`src/rtl/control_sequencer.sv`:
```
// Fetch/decode/execute sequencer: latches the instruction word, decodes it into
// registered one-hot operation strobes, drives the memory handshake and PC control.
module control_sequencer #(
    parameter int OPW   = 4,
    parameter int ADDRW = 8,
    parameter int NOPS  = 8,
    parameter int CNTW  = 16,
    localparam int IRW  = OPW + ADDRW
) (
    input  logic             clk,
    input  logic             reset,
    input  logic [IRW-1:0]   ir_in,
    input  logic             mem_ready,
    input  logic             zero_flag,
    output logic             fetch_req,
    output logic             pc_inc,
    output logic             pc_load,
    output logic [NOPS-1:0]  op_onehot,
    output logic             exec_strobe,
    output logic             mem_req,
    output logic             mem_we,
    output logic [ADDRW-1:0] addr_out,
    output logic             illegal,
    output logic [CNTW-1:0]  retired
);

    typedef enum logic [2:0] {
        S_IDLE,
        S_FETCH,
        S_DECODE,
        S_EXEC,
        S_MEM,
        S_TRAP
    } state_t;

    localparam int unsigned NOPS_U = NOPS;

    state_t         state, next_state;
    logic [IRW-1:0] ir_q;
    logic [OPW-1:0] opc;
    logic           opc_legal;
    logic           is_load, is_store, is_jump, is_jumpz, is_mem_op;
    logic           retire;

    // Opcode decode works from the latched word; only legal opcodes ever reach EXEC/MEM.
    assign opc       = ir_q[IRW-1:ADDRW];
    assign opc_legal = 32'(opc) < NOPS_U;
    assign is_load   = 32'(opc) == 32'd0;
    assign is_store  = 32'(opc) == 32'd1;
    assign is_jump   = 32'(opc) == 32'd4;
    assign is_jumpz  = 32'(opc) == 32'd5;
    assign is_mem_op = is_load | is_store;
    assign addr_out  = ir_q[ADDRW-1:0];

    assign retire = ((state == S_EXEC) && !is_mem_op) || ((state == S_MEM) && mem_ready);

    // NOTE: asynchronous reset in the sensitivity list, and non-blocking (<=) for
    // every flop so all registers update from the same pre-edge values.
    always_ff @(posedge clk or posedge reset) begin
        if (reset) begin
            state <= S_IDLE;
        end else begin
            state <= next_state;
        end
    end

    always_comb begin
        // NOTE: default assignment first so no path leaves next_state unassigned (no latch).
        next_state = state;
        case (state)
            S_IDLE:   next_state = S_FETCH;
            S_FETCH:  if (mem_ready) next_state = S_DECODE;
            S_DECODE: next_state = opc_legal ? S_EXEC : S_TRAP;
            S_EXEC:   next_state = is_mem_op ? S_MEM : S_FETCH;
            S_MEM:    if (mem_ready) next_state = S_FETCH;
            S_TRAP:   next_state = S_TRAP;
            default:  next_state = S_IDLE;
        endcase
    end

    always_ff @(posedge clk or posedge reset) begin
        if (reset) begin
            ir_q      <= '0;
            op_onehot <= '0;
            illegal   <= 1'b0;
            retired   <= '0;
        end else begin
            if ((state == S_FETCH) && mem_ready) begin
                ir_q <= ir_in;
            end
            if (state == S_DECODE) begin
                if (opc_legal) begin
                    op_onehot <= NOPS'(1) << opc;
                end else begin
                    illegal <= 1'b1;
                end
            end else if (next_state == S_FETCH) begin
                op_onehot <= '0;
            end
            // Saturate rather than wrap so software can detect overflow.
            if (retire && (retired != '1)) begin
                retired <= retired + CNTW'(1);
            end
        end
    end

    always_comb begin
        fetch_req   = 1'b0;
        pc_inc      = 1'b0;
        pc_load     = 1'b0;
        exec_strobe = 1'b0;
        mem_req     = 1'b0;
        mem_we      = 1'b0;
        case (state)
            S_FETCH:  fetch_req = 1'b1;
            S_DECODE: pc_inc = 1'b1;
            S_EXEC: begin
                exec_strobe = 1'b1;
                pc_load     = is_jump | (is_jumpz & zero_flag);
            end
            S_MEM: begin
                mem_req = 1'b1;
                mem_we  = is_store;
            end
            default: ;
        endcase
    end

endmodule

```
`config.mk`:
```
export PLATFORM = sky130hd
export DESIGN_NAME = control_sequencer
export DESIGN_NICKNAME = d
export VERILOG_FILES = /design/src/rtl/control_sequencer.sv
export SDC_FILE = /design/constraint.sdc
export NUM_CORES = 1
export LEC_CHECK = 0
export CAP_MARGIN = 20
export CORE_MARGIN = 1.5
export CORE_UTILIZATION = 30
export CTS_CLUSTER_DIAMETER = 120
export DETAILED_ROUTE_END_ITERATION = 6
export SYNTH_ARGS = -nofsm -noshare
export SYNTH_HDL_FRONTEND = slang
export SYNTH_SLANG_ARGS = --single-unit
export TNS_END_PERCENT = 100
```
`constraint.sdc`:
```
create_clock -name clk -period 2.95 [get_ports clk]
set_clock_uncertainty 0.2 [all_clocks]
set_input_delay 0.4425 -clock clk [delete_from_list [all_inputs] [get_ports clk]]
set_output_delay 0.4425 -clock clk [all_outputs]
set_load 0.02 [all_outputs]
```
== Word level (Yosys, flattened, before mapping) ==
Cells that the tools add are included.

* Logic and storage cells: 48
* Bits in registers: 40
* Input bits: 16

* Add/subtract/negate cells: 1
* Magnitude comparators: 1
* Shift operators: 1
* Reduce and logical (&&, ||, !) cells: 11
* Mux-type cells: 14
* Bitwise logic cells: 4
* Equality and inequality tests: 11

{| class="wikitable"
|+ Operator list
! cell !! number
|-
| $mux 8 || 3
|-
| $pmux 3 s6 || 1
|-
| $add 16x1->16 const B || 1
|-
| $ne 16x16->1 const B || 1
|-
| $mux 3 || 4
|-
| $eq 4x3->1 const B || 2
|-
| $shl 1x4->8 const A || 1
|-
| $eq 3x1->1 const B || 2
|-
| $eq 3x2->1 const B || 2
|-
| $eq 3x3->1 const B || 2
|-
| $mux 1 || 6
|-
| $eq 4x1->1 const B || 1
|-
| $logic_and 1x1->1 || 4
|-
| $logic_not 4->1 || 1
|-
| $lt 4x4->1 const B || 1
|-
| $reduce_and 2->1 || 2
|-
| $logic_not 3->1 || 1
|-
| $ne 2x2->1 const B || 1
|-
| $or 1x1->1 || 2
|-
| $reduce_bool 2->1 || 1
|-
| $and 1x1->1 || 1
|-
| $logic_not 1->1 || 1
|-
| $logic_or 1x1->1 || 1
|-
| $not 1->1 || 1
|}

== Longest topological paths before layout ==
* Word-level depth: 7
* Depth in mapped cells: 7

== Worst setup path before layout ==
OpenSTA, ideal clock, no wires.

* Path type: register -> register
* Start: register retired[0]
* End: register retired[1]
* Data arrival time: 1.745 ns
* Stages on the path, launching flop included: 7
* Buffers on the path: 1
* Setup slack: 0.877 ns
* Cell sequence: dfrtp_1 > ha_1 > and3_1 > clkbuf_1 > nand3_1 > o21ai_1 > mux2_1

* Longest elaborated chain between the ends: 2

{| class="wikitable"
|+ RTL lines
! element !! line !! source
|-
| start, declared || 24 || <nowiki>output logic [CNTW-1:0] retired</nowiki>
|-
| start signal, assigned || 102 || <nowiki>retired <= retired + CNTW'(1);</nowiki>
|-
| parallel branches: the longest is 2 deep, another holds $add 16x1->16 || - ||
|}

Several ways; the timed one is not identified.
A chain may end at the register's enable or synchronous reset.

== Worst setup path after layout ==
* Start: register ir_q[11]
* End: output port pc_load

* Longest elaborated chain between the ends: 4

{| class="wikitable"
|+ RTL lines
! element !! line !! source
|-
| start, declared || 39 || <nowiki>logic [IRW-1:0] ir_q;</nowiki>
|-
| start signal, assigned || 89 || <nowiki>ir_q <= ir_in;</nowiki>
|-
| $eq 4x3->1 || 51 || <nowiki>assign is_jumpz = 32'(opc) == 32'd5;</nowiki>
|-
| $and 1x1->1 || 119 || <nowiki>pc_load = is_jump | (is_jumpz & zero_flag);</nowiki>
|-
| $or 1x1->1 * || 119 ||
|-
| $mux 1 * || 114 || <nowiki>case (state)</nowiki>
|-
| end, declared || 17 || <nowiki>output logic pc_load,</nowiki>
|}

Every way passes the cells marked *; elsewhere a longest branch is shown, timed or not.

==> out/summary.txt <==
Nets: 234
Die Y: 84.3 um
Wirelength per Cell: 14.3 um
Yosys top cell by area: dfrtp_1
Leak pwr: 1.08 nW
Mean post-synth cell area: 11.8 um^2
# hold bufs at CTS: 0
Synth top cells by count: 40 x dfrtp_1, 12 x mux2_1, 9 x buf_4, 8 x xnor2_1
Tot GR Track Use: 0.128
CP max stage cell: clkdlybuf4s50_1
Synth Warn #: 0
Reg area: 0.00100 mm^2
Worst Setup SP: ir_q[11]
Initial Util: 0.312
Worst-case clock buffer depth: 2
Achievable Freq: 374 MHz
Synthesis-to-finish area growth: 33.8%
Final core utilization: 0.418
Async SR Flop Fraction: 1.00
Crit path max fanout: 9
Total vias in the final route: 1486
# port buffers: 54
Worst-path clk slew: 0.08 ns
Final setup viols: 0
Element type at the critical path end: primary output
Final WL: 4220 um
Required time of the critical path: 2.31 ns
Max VDD drop: 378 uV
Endpoints failing hold: 0
Crit path DAT: 2.03 ns
Net Count, Synth: 185
Global-route wire length before repair: 7270 um
Most numerous cell in the Yosys netlist: dfrtp_1
Max-slew headroom: 0.652
Clock root buffer: clkbuf_8
Hold depth: 1
Post-synth EDFFs: 0
RSZ-0062 raised after global routing: no
Worst slew pin tran: 0.519 ns
Area of the multi-input gates: 872 um^2
Setup crit start kind: flop
FF-to-FF End: retired[1]
CTS tree: built
Largest net degree at the start of global routing: 41
Worst hold slack: 0.270 ns
Worst skew pair latency: 0.29 ns
Yosys top cell area share: 0.505
Fin. max-slew vios: 0
HPWL Detailed: 3020 um
Post-Synthesis Cells: 168
Grt ovf: 0
Setup bufs post-CTS: 0
Tmin final: 2.68 ns
Worst r2r src: retired[0]
Layout fillers: 604
WHS Endpoint: illegal
Cell Area, Synth: 0.00198 mm^2
FP Rows: 29
Inserted Diodes: 0
Number of max-cap violations: 0
Core Area: 0.00635 mm^2
Sequential share of the synthesized area: 0.505
Netlist cell types: 45
Vias in the first global route: 1469
TritonCTS buffer count: 5
Synthesized flop and latch total: 40
CTS Sinks: 40
Most used flip-flop cell after synthesis: dfrtp_1
First-iteration detailed-routing DRC count: 67
Pwr/cell area: 841 mW/mm^2
Fin Setup TNS: 0 ns
Area of the die: 0.00710 mm^2
HP Class: flop to flop
Post-DRT Antenna Nets: 0
Layout cell share with drive strength beyond 1: 0.110
Top-Level Pins: 55
Initial antenna violation count: 0
Critical-path cell list: nor3b_1 > o21ai_0 > nor2_1 > clkdlybuf4s50_1
Hold path startpoint: illegal
Period Utilization, post-route: 0.907
Drt drc: 0
Drt pass-1 iters: 4
Status: complete, no violations
Crit path largest cell delay: 0.62 ns
Resized Gates After CTS: 0
Area contributors post-synth: dfrtp_1 51%, mux2_1 6.8%, xnor2_1 3.5%
H-tree depth: 2
R2R setup slack: 0.84 ns
Final GP Congestion: 0.742
R2R cell count: 5
WS Path Type: flop to primary output
DR vias/cell: 5.04
Die Wd: 84.3 um
cells by family after synthesis:
| kind of cell | Yosys count | share of synthesized area |
|---|---|---|
| xor gates and xnor gates | 11 | 0.0486 |
| muxes | 16 | 0.0909 |
| DFF | 40 | 0.505 |
| AOI/OAI and AO/OA | 28 | 0.116 |
| adders and majority gates | 1 | 0.00631 |
| buffers and inverters | 19 | 0.0549 |
| and+or+nand+nor | 53 | 0.179 |
critical path, delay by kind of cell (launching register included):
family / cells / cell delay [ns]
compound gates: 1 / 0.15
buf+inv: 1 / 0.62
flops: 1 / 0.49
simple gates: 2 / 0.49
sequential cells by signal (all words and copies together) (netlist names):
| register | flops |
|---|---|
| retired | 16 |
| ir_q | 12 |
| op_onehot | 8 |
| state | 3 |
| illegal | 1 |
report_power, final:
part | total [mW] | internal [mW] | switching [mW]
clock network | 0.440 | 0.251 | 0.189
logic | 0.914 | 0.459 | 0.455
registers | 0.875 | 0.698 | 0.177
total | 2.23 | 1.41 | 0.821
cells in the final DEF, fill, tap and decap left out, drive strengths merged, types with 3 or more instances in the layout:
cell type / n
nand4: 6
o21ai: 5
o211ai: 4
clkdlybuf4s50: 54
dfrtp: 40
clkbuf: 6
nor2: 5
inv: 5
nand2: 6
a22o: 6
xnor2: 8
nand2b: 3
xor2: 3
nor3b: 3
nor4: 4
and3: 6
nor3: 5
mux2: 16
nand3: 5
final cells by class:
| class | instances | area share |
|---|---|---|
| Sequential cell | 40 | 0.378 |
| Multi-Input combinational cell | 109 | 0.329 |
| Clock buffer | 6 | 0.0274 |
| Inverter | 5 | 0.00708 |
| Tap cell | 77 | 0.0363 |
| Clock inverter | 2 | 0.0132 |
| Timing Repair Buffer | 56 | 0.210 |
metal layers:
layer	track usage	share of wire	wire, um
met5	0	0	0
met4	0.0462	0.015	64
met1	0.178	0.49	2050
met3	0.0482	0.069	293
met2	0.182	0.43	1810
metrics by stage:
stage          instance area (um^2)  power (mW)  cells  setup slack [ns]
6_report                       2650        2.23    295             0.274
4_1_cts                        2650        2.26    295             0.264
5_1_grt                        2650        2.38    295             0.122
3_3_place_gp                   2540        1.79    287             0.612
3_5_place_dp                   2540        1.81    287             0.598
2_1_floorplan                  1980        1.52    168             0.877
how the worst max path moves through the flow:
stage          slack, ns  cells past startpoint         end
2_1_floorplan       0.88                      6  retired[1]
3_3_place_gp        0.61                      4     pc_load
3_5_place_dp        0.60                      4    ir_q[10]
4_1_cts             0.26                      4     pc_load
5_1_grt             0.12                      4     pc_load
6_report            0.27                      4     pc_load
Power figures use the tool's default switching activity.
==> patch 1: new RTL, same settings <==
`ADDRW`: 8 -> 10.
--- a/src/rtl/control_sequencer.sv
+++ b/src/rtl/control_sequencer.sv
@@ -2,7 +2,7 @@
 // registered one-hot operation strobes, drives the memory handshake and PC control.
 module control_sequencer #(
     parameter int OPW   = 4,
-    parameter int ADDRW = 8,
+    parameter int ADDRW = 10,
     parameter int NOPS  = 8,
     parameter int CNTW  = 16,
     localparam int IRW  = OPW + ADDRW
Ports: changed (resized addr_out and ir_in); port bits go from 55 to 59. No check against the original RTL was run, so the function may have changed too.
==> patch 1 against the unedited design <==
Routed wire length decreased by 1.8%. Register-to-register slack got worse by 0.05 ns. Design area up 5.1%. Sequential cell count grew 2. Synthesized area increased by 5.5%. Fmax about the same. Power is 9.0% higher. Hold slack worse by 0.0070 ns. Setup slack got worse by 0.0014 ns. Critical path type unchanged. Critical endpoint unchanged. Largest power group unchanged.
==> patch 1: results (changes against the unedited design) <==
DP HPWL=3000 µm (-0.63%); Sw Pwr=0.000900 W (+9.6%); synth top area cells=dfrtp_1, mux2_2, mux2_1; clock root buffer=clkbuf_8; Yosys warning count=0 (unchanged); Tot GR Track Use=12.3% (-0.56 points); Resized cells post-CTS=0 (unchanged); Slew HR=63.9% (-1.3 points); Post-DP Area=2680 µm² (+5.3%); fin cells=308 (+4.4%); Post-Synth XOR/XNOR Area=4.61% (-0.25 points); CTS buffer count=5 (unchanged); synth unique cells=44 (-2.2%); DP Cell Count=300 (+4.5%); leakage power=1.14 nW (+5.3%); first-pass GRT wire length=7290 µm (+0.19%); complex-gate fraction of the synthesized area=8.32% (-3.2 points); peak supply drop=306 µV (-19%); hold path cells=1 (unchanged); IO Port Bufs=58 (+7.4%); hold endpoint=illegal$_DFFE_PP0P_; RR Endpoint=retired[13]$_DFFE_PP0P_; nets=246 (+5.1%); HP Class=reg -> reg; Reg2Reg Setup Slack=0.79 ns (-0.05 ns); Top Registers=retired: 16 flops, ir_q: 14 flops, op_onehot: 8 flops; Post-CTS Hold Buffers=0 (unchanged); Clock Tree Buf Depth=2 (unchanged); Crit path required time=2.31 ns (about the same); status=complete, no violations; R2R depth=5 (unchanged); H-tree Lvls=2 (unchanged); synthesized instance count=174 (+3.6%); setup_tns=0 ns (unchanged); Seq/Total Area, Yosys=50.3% (-0.24 points); mux cell area share after synthesis=9.69% (+0.60 points); wire per inst=13.5 µm (-5.9%); critical path data arrival time=2.03 ns (about the same); slowest cell delay on critical path=between 0.6 and 0.7 ns; pin count of the biggest net entering global routing=43 (+4.9%); drt via density=4.87 (-3.3%); Worst Setup EP=pc_load; most frequent cells after synthesis=dfrtp_1, buf_4, mux2_2; r2r startpoint=ir_q[13]$_DFFE_PP0P_; GP Congestion=0.785 (+5.9%); Startpoint Class=register; layout cells sized above 1=14.5% (+3.5 points); hold path start=illegal$_DFFE_PP0P_; # diodes=0 (unchanged); Synth Area in Adders=0.598% (-0.033 points); syn_nets=193 (+4.3%); vias in the first global route=1580 (+7.6%); layout filler cell count=658 (+8.9%); drt first pass iters=4 (unchanged); Crit-path slowest cell=clkdlybuf4s50_1; 1st-iter DRT viols=68 (+1.5%)
-- patch 1: cell types whose count changed after synthesis, sizes merged, moves of 3 or more --
cell	unedited run	this run
o211ai	4	0
xor2	3	9
xnor2	8	2
buf	12	15
and3	6	3
-- patch 1: final cells by class --
| class | count | area share [%] |
|---|---|---|
| Inverter | 4 | 0.539 |
| Timing Repair Buffer | 61 | 21.6 |
| Clock buffer | 5 | 2.47 |
| Sequential cell | 42 | 37.7 |
| Multi-Input combinational cell | 113 | 32.6 |
| Tap cell | 80 | 3.59 |
| Clock inverter | 3 | 1.44 |
-- patch 1: power by group through the flow --
stage | combinational [W] | clock (W) | sequential [W]
CTS | 0.00105 | 0.000476 | 0.000944
global route | 0.00113 | 0.000501 | 0.000980
detailed placement | 0.00105 | 0 | 0.000956
global placement | 0.00104 | 0 | 0.000953
finish | 0.00104 | 0.000450 | 0.000941
floorplan | 0.000737 | 0 | 0.000960
-- patch 1: logic make-up (layout without fill, tap and decap cells) --
group,Yosys count,in the layout
flops,42,42
compound gates,22,22
xor+xnor,11,11
mux,18,18
simple gates,61,61
buf+inv,19,73
fa+ha+maj,1,1
-- patch 1: metal layers --
metal,wire length (µm),up-vias,track usage (%)
met5,0,-,0
met4,51,0,3.96
li1,-,732,-
met3,230,6,3.33
met1,2000,717,16.0
met2,1860,45,19.7
-- patch 1: stage by stage --
step	utilization (%)	hold slack [ns]	power, W	setup WS (ns)
after floorplan	-	0.259	0.00170	0.911
after global placement	39.6	0.262	0.00199	0.589
after detailed placement	39.6	0.250	0.00201	0.586
after CTS	41.3	0.269	0.00247	0.252
after global routing	41.3	0.290	0.00261	0.130
final	41.3	0.263	0.00243	0.273
==> patch 2: new RTL, same settings <==
Made on the original files. The 6 states of `state_t` get a Gray code encoding in 3 bits.
--- a/src/rtl/control_sequencer.sv
+++ b/src/rtl/control_sequencer.sv
@@ -25,12 +25,12 @@
 );
 
     typedef enum logic [2:0] {
-        S_IDLE,
-        S_FETCH,
-        S_DECODE,
-        S_EXEC,
-        S_MEM,
-        S_TRAP
+        S_IDLE   = 3'b000,
+        S_FETCH  = 3'b001,
+        S_DECODE = 3'b011,
+        S_EXEC   = 3'b010,
+        S_MEM    = 3'b110,
+        S_TRAP   = 3'b111
     } state_t;
 
     localparam int unsigned NOPS_U = NOPS;
Check against the original RTL: no difference found for any inputs over 10 cycles, from zero or initial values and one cycle with reset high; not proved beyond that.
==> patch 2 against the unedited design <==
Sequential cell count unchanged. Design area down 3.1%. Synthesized area decreased by 4.0%. Setup slack improved by 0.037 ns. Highest routed layer unchanged. Power grew 4.1%. Routed wire length shrank 7.3%. Count of clock-buffer cells in the layout grew 1. Via count down 6.1%. Synthesized cell count down 4.2%. Largest cell class unchanged. Fmax grew 1.4%. First-iteration DRC count increased by 99%.
==> patch 2: results (changes against the unedited design) <==
layout filler cell count=591 (-2.2%); P per Cell Area=904 nW/µm² (+7.5%); synth top area cells=dfrtp_1, mux2_1, xnor2_1; most frequent cells after synthesis=dfrtp_1, mux2_1, xnor2_1; first-pass GRT wire length=6530 µm (-10%); via count=1396 (-6.1%); peak supply drop=534 µV (+41%); routing usage on met3=3.52% (-1.3 points); vias in the first global route=1316 (-10%); Reg power frac=39.7% (+0.4 points); crit path max fanout=12 (+3); Tot GR Track Use=12.9% (+0.13 points); met2 GRT Util=20.4% (+2.2 points); Slew @ Worst Pin=0.503 ns (-0.0158 ns); Crit-path slowest cell=clkdlybuf4s50_1; layout cells sized above 1=9.48% (-1.5 points); Resized cells post-CTS=0 (unchanged); drt first pass iters=5 (+1); 1st-iter DRT viols=133 (+99%); DP HPWL=2810 µm (-6.8%); met2 WL=1870 µm (+3.1%); Top delay family on crit path=buffers and inverters; M1 WL=1770 µm (-14%); nets=228 (-2.6%); leakage power=1.07 nW (-1.3%); Clock Tree Buf Depth=2 (unchanged); Seq/Total Area, Yosys=52.6% (+2.1 points); synth unique cells=41 (-8.9%); HP Class=reg -> reg; Async S/R FF share, synth=100% (unchanged); clock group power=0.000388 W (-12%); final wirelength=3910 µm (-7.3%); status=complete, no violations; met1 Usage GRT=16.6% (-1.2 points); GP Congestion=0.778 (+4.9%); slowest cell delay on critical path=0.60 ns (-0.02 ns); Reg clk slew, reported paths=~0.07 ns; critical path data arrival time=2.00 ns (-0.03 ns); met3 WL post-DR=206 µm (-30%); Post-DP Area=2470 µm² (-2.8%); syn_nets=178 (-3.8%); Internal Pwr Total=0.00143 W (+1.7%)
## patch 2: logic make-up after synthesis
group                      Yosys count  share of synthesized area, %
and+or+nand+nor                     46                          15.2
DFF                                 40                          52.6
AOI/OAI and AO/OA                   27                          11.4
buffers and inverters               20                          5.79
xor gates and xnor gates            14                          6.44
muxes                               13                          7.89
adders and majority gates            1                         0.657
## patch 2: cell type report
cell class,count,share of cell area (%)
Multi-Input combinational cell,101,30.8
Timing Repair Buffer,57,21.9
Sequential cell,40,39.0
Clock buffer,7,3.75
Inverter,6,0.877
Tap cell,75,3.65
## patch 2: worst reg2reg max path: stages (launching register included)
cell	delay, ns
dfrtp_1	0.53
or3b_4	0.46
a2bb2oi_2	0.22
nor3b_2	0.25
nand3_1	0.13
mux2_4	0.31
## patch 2: final timing paths
path                       cells past startpoint  slack (ns)                 from                        to
setup / recovery                               3        0.31   state[1]$_DFF_PP0_                   pc_load
hold / removal                                 1        0.28  illegal$_DFFE_PP0P_       illegal$_DFFE_PP0P_
setup reg to reg                               5        0.73   state[1]$_DFF_PP0_   retired[15]$_DFFE_PP0P_
hold reg to reg                                1        0.28  illegal$_DFFE_PP0P_       illegal$_DFFE_PP0P_
max in group asynchronous                      3        1.83                reset  op_onehot[2]$_DFFE_PP0P_
min in group asynchronous                      3        0.38                reset    retired[6]$_DFFE_PP0P_
## patch 2: per-stage QoR
step           std cells  utilization [%]  setup slack (ns)
3_3_place_gp         279             41.0             0.629
3_5_place_dp         279             41.0             0.627
2_1_floorplan        161                -             0.963
6_report             286             42.6             0.311
4_1_cts              286             42.6             0.299
5_1_grt              286             42.6             0.220
